[config.mk]
export PLATFORM = sky130hd
export DESIGN_NAME = random_range_sampler
export DESIGN_NICKNAME = d
export VERILOG_FILES = /design/src/rtl/random_range_sampler_pkg.sv /design/src/rtl/random_range_sampler_range_mask_gen.sv /design/src/rtl/random_range_sampler.sv
export SDC_FILE = /design/constraint.sdc
export NUM_CORES = 1
export LEC_CHECK = 0
export BUFFER_PORTS_ARGS = -buffer_cell sky130_fd_sc_hd__buf_4
export CORE_UTILIZATION = 23
export DETAILED_ROUTE_END_ITERATION = 6
export SLEW_MARGIN = 40
export SYNTH_ARGS = -nofsm -noshare
export SYNTH_HDL_FRONTEND = slang
export SYNTH_SLANG_ARGS = --single-unit
[constraint.sdc]
create_clock -name iClock -period 4.2 [get_ports iClock]
set_input_delay 0.84 -clock iClock [delete_from_list [all_inputs] [get_ports iClock]]
set_output_delay 0.84 -clock iClock [all_outputs]
set_load 0.01 [all_outputs]
[src/rtl/random_range_sampler_pkg.sv]
// Shared constants and state encoding for the random range sampler.
// The CPU I/O wrapper and the bench take their default sizes from here.
package random_range_sampler_pkg;

  localparam int DEFAULT_WIDTH     = 16;
  localparam int DEFAULT_MAX_TRIES = 8;

  typedef enum logic [1:0] {
    ST_IDLE   = 2'd0,
    ST_SETUP  = 2'd1,
    ST_SAMPLE = 2'd2
  } state_t;

  // The retry counter needs at least one bit, even when MAX_TRIES is 1.
  function automatic int tries_width(input int max_tries);
    return (max_tries > 1) ? $clog2(max_tries) : 1;
  endfunction

endpackage

[src/rtl/random_range_sampler_range_mask_gen.sv]
// Combinational OR-smear: every bit at or below the top set bit of rng_m1
// is set, giving the smallest all-ones mask that covers rng-1.
module range_mask_gen
  import random_range_sampler_pkg::*;
#(
  parameter int WIDTH = DEFAULT_WIDTH
) (
  input  logic [WIDTH-1:0] rng_m1,
  output logic [WIDTH-1:0] mask
);

  for (genvar gi = 0; gi < WIDTH; gi++) begin : g_smear
    assign mask[gi] = |rng_m1[WIDTH-1:gi];
  end

endmodule

[src/rtl/random_range_sampler.sv]
// Draws an unbiased integer in [0, iRange) from the PRNG stream using
// mask-and-reject sampling, with a bounded number of tries and a fallback.
module random_range_sampler
  import random_range_sampler_pkg::*;
#(
  parameter int WIDTH     = DEFAULT_WIDTH,
  parameter int MAX_TRIES = DEFAULT_MAX_TRIES
) (
  input  logic             iClock,
  input  logic             iReset,
  input  logic [31:0]      iRandom,
  input  logic             iRequest,
  input  logic [WIDTH-1:0] iRange,
  output logic             oBusy,
  output logic             oValid,
  output logic [WIDTH-1:0] oValue,
  output logic             oError
);

  localparam int                 TRIES_W  = tries_width(MAX_TRIES);
  localparam logic [TRIES_W-1:0] LAST_TRY = TRIES_W'(MAX_TRIES - 1);

  state_t             state_q, state_d;
  logic [WIDTH-1:0]   rng_q, rng_d;
  logic [WIDTH-1:0]   mask_q, mask_d;
  logic [WIDTH-1:0]   value_q, value_d;
  logic [TRIES_W-1:0] tries_q, tries_d;
  logic               valid_q, valid_d;
  logic               error_q, error_d;

  logic [WIDTH-1:0]   rng_m1;
  logic [WIDTH-1:0]   mask_gen;
  logic [WIDTH-1:0]   cand;

  assign rng_m1 = rng_q - WIDTH'(1);
  assign cand   = iRandom[WIDTH-1:0] & mask_q;

  range_mask_gen #(
    .WIDTH (WIDTH)
  ) u_mask_gen (
    .rng_m1 (rng_m1),
    .mask   (mask_gen)
  );

  if (WIDTH < 32) begin : g_unused_hi
    logic unused_rand_hi;
    assign unused_rand_hi = ^iRandom[31:WIDTH];
  end

  always_comb begin
    state_d = state_q;
    rng_d   = rng_q;
    mask_d  = mask_q;
    tries_d = tries_q;
    value_d = value_q;
    valid_d = 1'b0;
    error_d = 1'b0;
    case (state_q)
      ST_IDLE: begin
        if (iRequest) begin
          if (iRange == '0) begin
            error_d = 1'b1;
          end else begin
            rng_d   = iRange;
            tries_d = '0;
            state_d = ST_SETUP;
          end
        end
      end
      ST_SETUP: begin
        mask_d  = mask_gen;
        state_d = ST_SAMPLE;
      end
      ST_SAMPLE: begin
        if (cand < rng_q) begin
          value_d = cand;
          valid_d = 1'b1;
          state_d = ST_IDLE;
        end else if (tries_q == LAST_TRY) begin
          // mask < 2*rng, so a rejected candidate minus rng is in range.
          value_d = cand - rng_q;
          valid_d = 1'b1;
          state_d = ST_IDLE;
        end else begin
          tries_d = tries_q + TRIES_W'(1);
        end
      end
      default: state_d = ST_IDLE;
    endcase
  end

  always_ff @(posedge iClock) begin
    if (iReset) begin
      state_q <= ST_IDLE;
      rng_q   <= '0;
      mask_q  <= '0;
      tries_q <= '0;
      value_q <= '0;
      valid_q <= 1'b0;
      error_q <= 1'b0;
    end else begin
      state_q <= state_d;
      rng_q   <= rng_d;
      mask_q  <= mask_d;
      tries_q <= tries_d;
      value_q <= value_d;
      valid_q <= valid_d;
      error_q <= error_d;
    end
  end

  assign oBusy  = (state_q == ST_SETUP) || (state_q == ST_SAMPLE);
  assign oValid = valid_q;
  assign oValue = value_q;
  assign oError = error_q;

endmodule

==> results.toml <==
[outcome]
outcome = "complete, no violations"

[sta]
hold_viol = 0
setup_tns_ns = 0
worst_slew_pin_slew_ns = 0.7968
rsz0062_at_grt = "false"
timing.hold.ws_ns = 0.4643
skew_ns = 0.008503
final.min_clock_period_ns = 3.437
fin_crit_sh_pct = 81.84
max_slew_margin_pct = 46.88
drv_slew = 0
setup_viol = 0
fmax_mhz = 290.9

[setup_path]
slowest_stage = "or2_2"
path_buf_inv = 2
required_ns = 4.42
critPathMaxFanout = 17
end_kind = "flop"
path_class = "primary input to flop"
critPathTopFamily = "simple AND/OR/NAND/NOR gates"
max_stage_delay_ns = 0.46
path_cells = "buf_4, nand2_1, ha_1, fa_1, nand2b_1, a21o_1, a21oi_1, a211oi_1, buf_4, or2_2, or3_1, o211ai_1"
cp.arrival_ns = 3.66
worstSetupStartpointType = "primary input"
crit_path_frequent_cell = "buf_4"

[power]
power.density_nw_per_um2 = 653.6
max-vdd-ir-drop_mv = 0.2424
pwr-share-comb_pct = 56.7
power.switching_uw = 1262
switching_share_pct = 42.51
clkPwrFrac_pct = 18.2
p_int_uw = 1707
p_leak_uw = 0.001835
seqPwrFrac_pct = 25.1

[yosys]
yosys-top-cells-area = "dfxtp_1, ha_1, nor2_1"
synth.cell_area_um2 = 3767
syn_nets = 555
syn_inst = 478
yosysMostFrequentCell = "nor2_1"
ys.flop_type = "dfxtp_1"
synth.largest_area_cell = "dfxtp_1"
synth_top_area_share_pct = 29.23
yosysSeqAreaShare_pct = 29.23
yosysUniqueCellTypes = 59
synthArstFlopShare_pct = 0
yosys-top-cells-count = "nor2_1, dfxtp_1, a21oi_1, nand2_1, inv_1"
yosys_warnings = 0
synth_edf_count = 0
ys_seq_elements = 55
synth.avg_cell_area_um2 = 7.882

[drt]
wl_per_cell_um = 13.96
drtPass1Iterations = 5
drc = 0
drt_iter0_drc = 216
routed_wl_mm = 10.20
ant_nets = 0
vias_per_cell = 4.713
num_vias = 3445

[die]
core_area_um2 = 15940
start_util_pct = 23.63
num_io_pins = 70
dieWidth_um = 130.0
die_y_um = 130.0
dieArea_um2 = 16900
rows = 46

[cts]
clockBufferDepth = 2
cts_tree = "yes"
clk_pin_slew_ns = 0.07
cts_root_buf = "clkbuf_16"
post_cts_buffers = 0
numCtsBuffers = 5
htreeDepth = 2
post_cts_resized = 0
cts.sinks = 55
hold_buffers = 0
clk_latency_ns = 0.30

[global_route]
grt_max_degree = 62
first_global_vias = 3134
globalRouteOverflowTotal = 0
track_usage_pct = 12.51
grt_pass1_wl_mm = 16.47
antenna_found_initial = 0

[place]
routabilityCongestion = 0.8343
portBuffers = 53
place_hpwl_mm = 7.980

[flow_run]
cap_violations = 0

[finish]
final_core_util_pct = 28.50
drive_gt1_share_pct = 15.92
syn_to_final_growth_pct = 20.59
fin_nets = 591
diodes = 0

[min_path]
hp-class = "flop to flop"
==> worst reg2reg max path, delay by kind of cell (launching register included) <==
kind	cells	cell delay, ns
and+or+nand+nor	5	1.85
AOI/OAI and AO/OA	1	0.12
xor gates and xnor gates	1	0.19
adders and majority gates	1	0.41
DFF	1	0.40
buffers and inverters	1	0.15
==> power by group through the flow <==
stage	combinational (uW)	clock (uW)	sequential [uW]
global route	1890	574	764
detailed placement	1680	0	755
floorplan	1270	0	729
finish	1690	540	745
CTS	1690	555	744
global placement	1670	0	753
==> logic make-up (layout without fill, tap and decap cells) <==
family                   count (synthesis)  after routing  share of synthesized area (%)
AND/OR/NAND/NOR                        192            192                          26.37
AO/OA/AOI/OAI                          110            110                          19.76
buffers and inverters                   57             94                          6.277
flip-flops                              55             55                          29.23
adder cells (fa/ha/maj)                 26             26                          8.834
multiplexers                            20             20                          5.347
XOR/XNOR                                18             18                          4.185
==> final cells by class <==
class                      count  area (um^2)
clock buffer                   6        128.9
tap                          216        270.3
inverter                      26        97.59
fill                        1768        11400
sequential                    55         1101
timing repair buffer          60        450.4
multi-input combinational    366         2435
clock inverter                 2        60.06
==> per-stage QoR <==
step / instances / cell area (um^2) / power (uW) / setup WS, ns
2_1_floorplan: 478 / 3767 / 1998 / 0.7284
3_3_place_gp: 723 / 4354 / 2421 / 0.5151
3_5_place_dp: 723 / 4354 / 2433 / 0.5084
4_1_cts: 731 / 4543 / 2986 / 0.8013
5_1_grt: 731 / 4543 / 3228 / 0.4106
6_report: 731 / 4543 / 2970 / 0.7626
==> final timing paths <==
check                                 from    endpoint  slack (ns)  depth (start not counted)
worst min-delay path            oValue[12]  oValue[12]        0.46                          2
worst max-delay path            iRandom[0]  oValue[15]        0.76                         12
worst max register to register    rng_q[1]   mask_q[0]        0.93                          9
worst min register to register  oValue[12]  oValue[12]        0.46                          2
==> registers in the layout (all words and copies together) (netlist names) <==
name     cells
oError       1
mask_q      16
rng_q       16
state_q      2
oValue      16
oValid       1
tries_q      3
==> layout by cell type, fill, tap and decap left out, types with 5 or more instances in the layout <==
| cell | n |
|---|---|
| ha_1 | 25 |
| nand2b_1 | 8 |
| and2_1 | 16 |
| xnor2_1 | 15 |
| nor4_1 | 8 |
| nor2_1 | 62 |
| a21oi_1 | 29 |
| inv_1 | 26 |
| dfxtp_1 | 55 |
| buf_4 | 60 |
| mux2i_1 | 19 |
| nand2_1 | 29 |
| o21ai_0 | 20 |
| o211ai_1 | 5 |
| nand3_1 | 9 |
| nor3_1 | 22 |
| a211oi_1 | 19 |
| clkbuf_16 | 5 |
| or3_1 | 5 |
| nand4_1 | 6 |
==> per-layer routing <==
layer	vias up	global-route usage (%)	share of wire, %
met5	-	0	0
met4	0	2.736	0.79
met3	7	2.378	5.2
met2	85	19.13	42
met1	1570	18.07	52
li1	1783	-	-
Note: power is estimated with default switching activity, not from simulation.
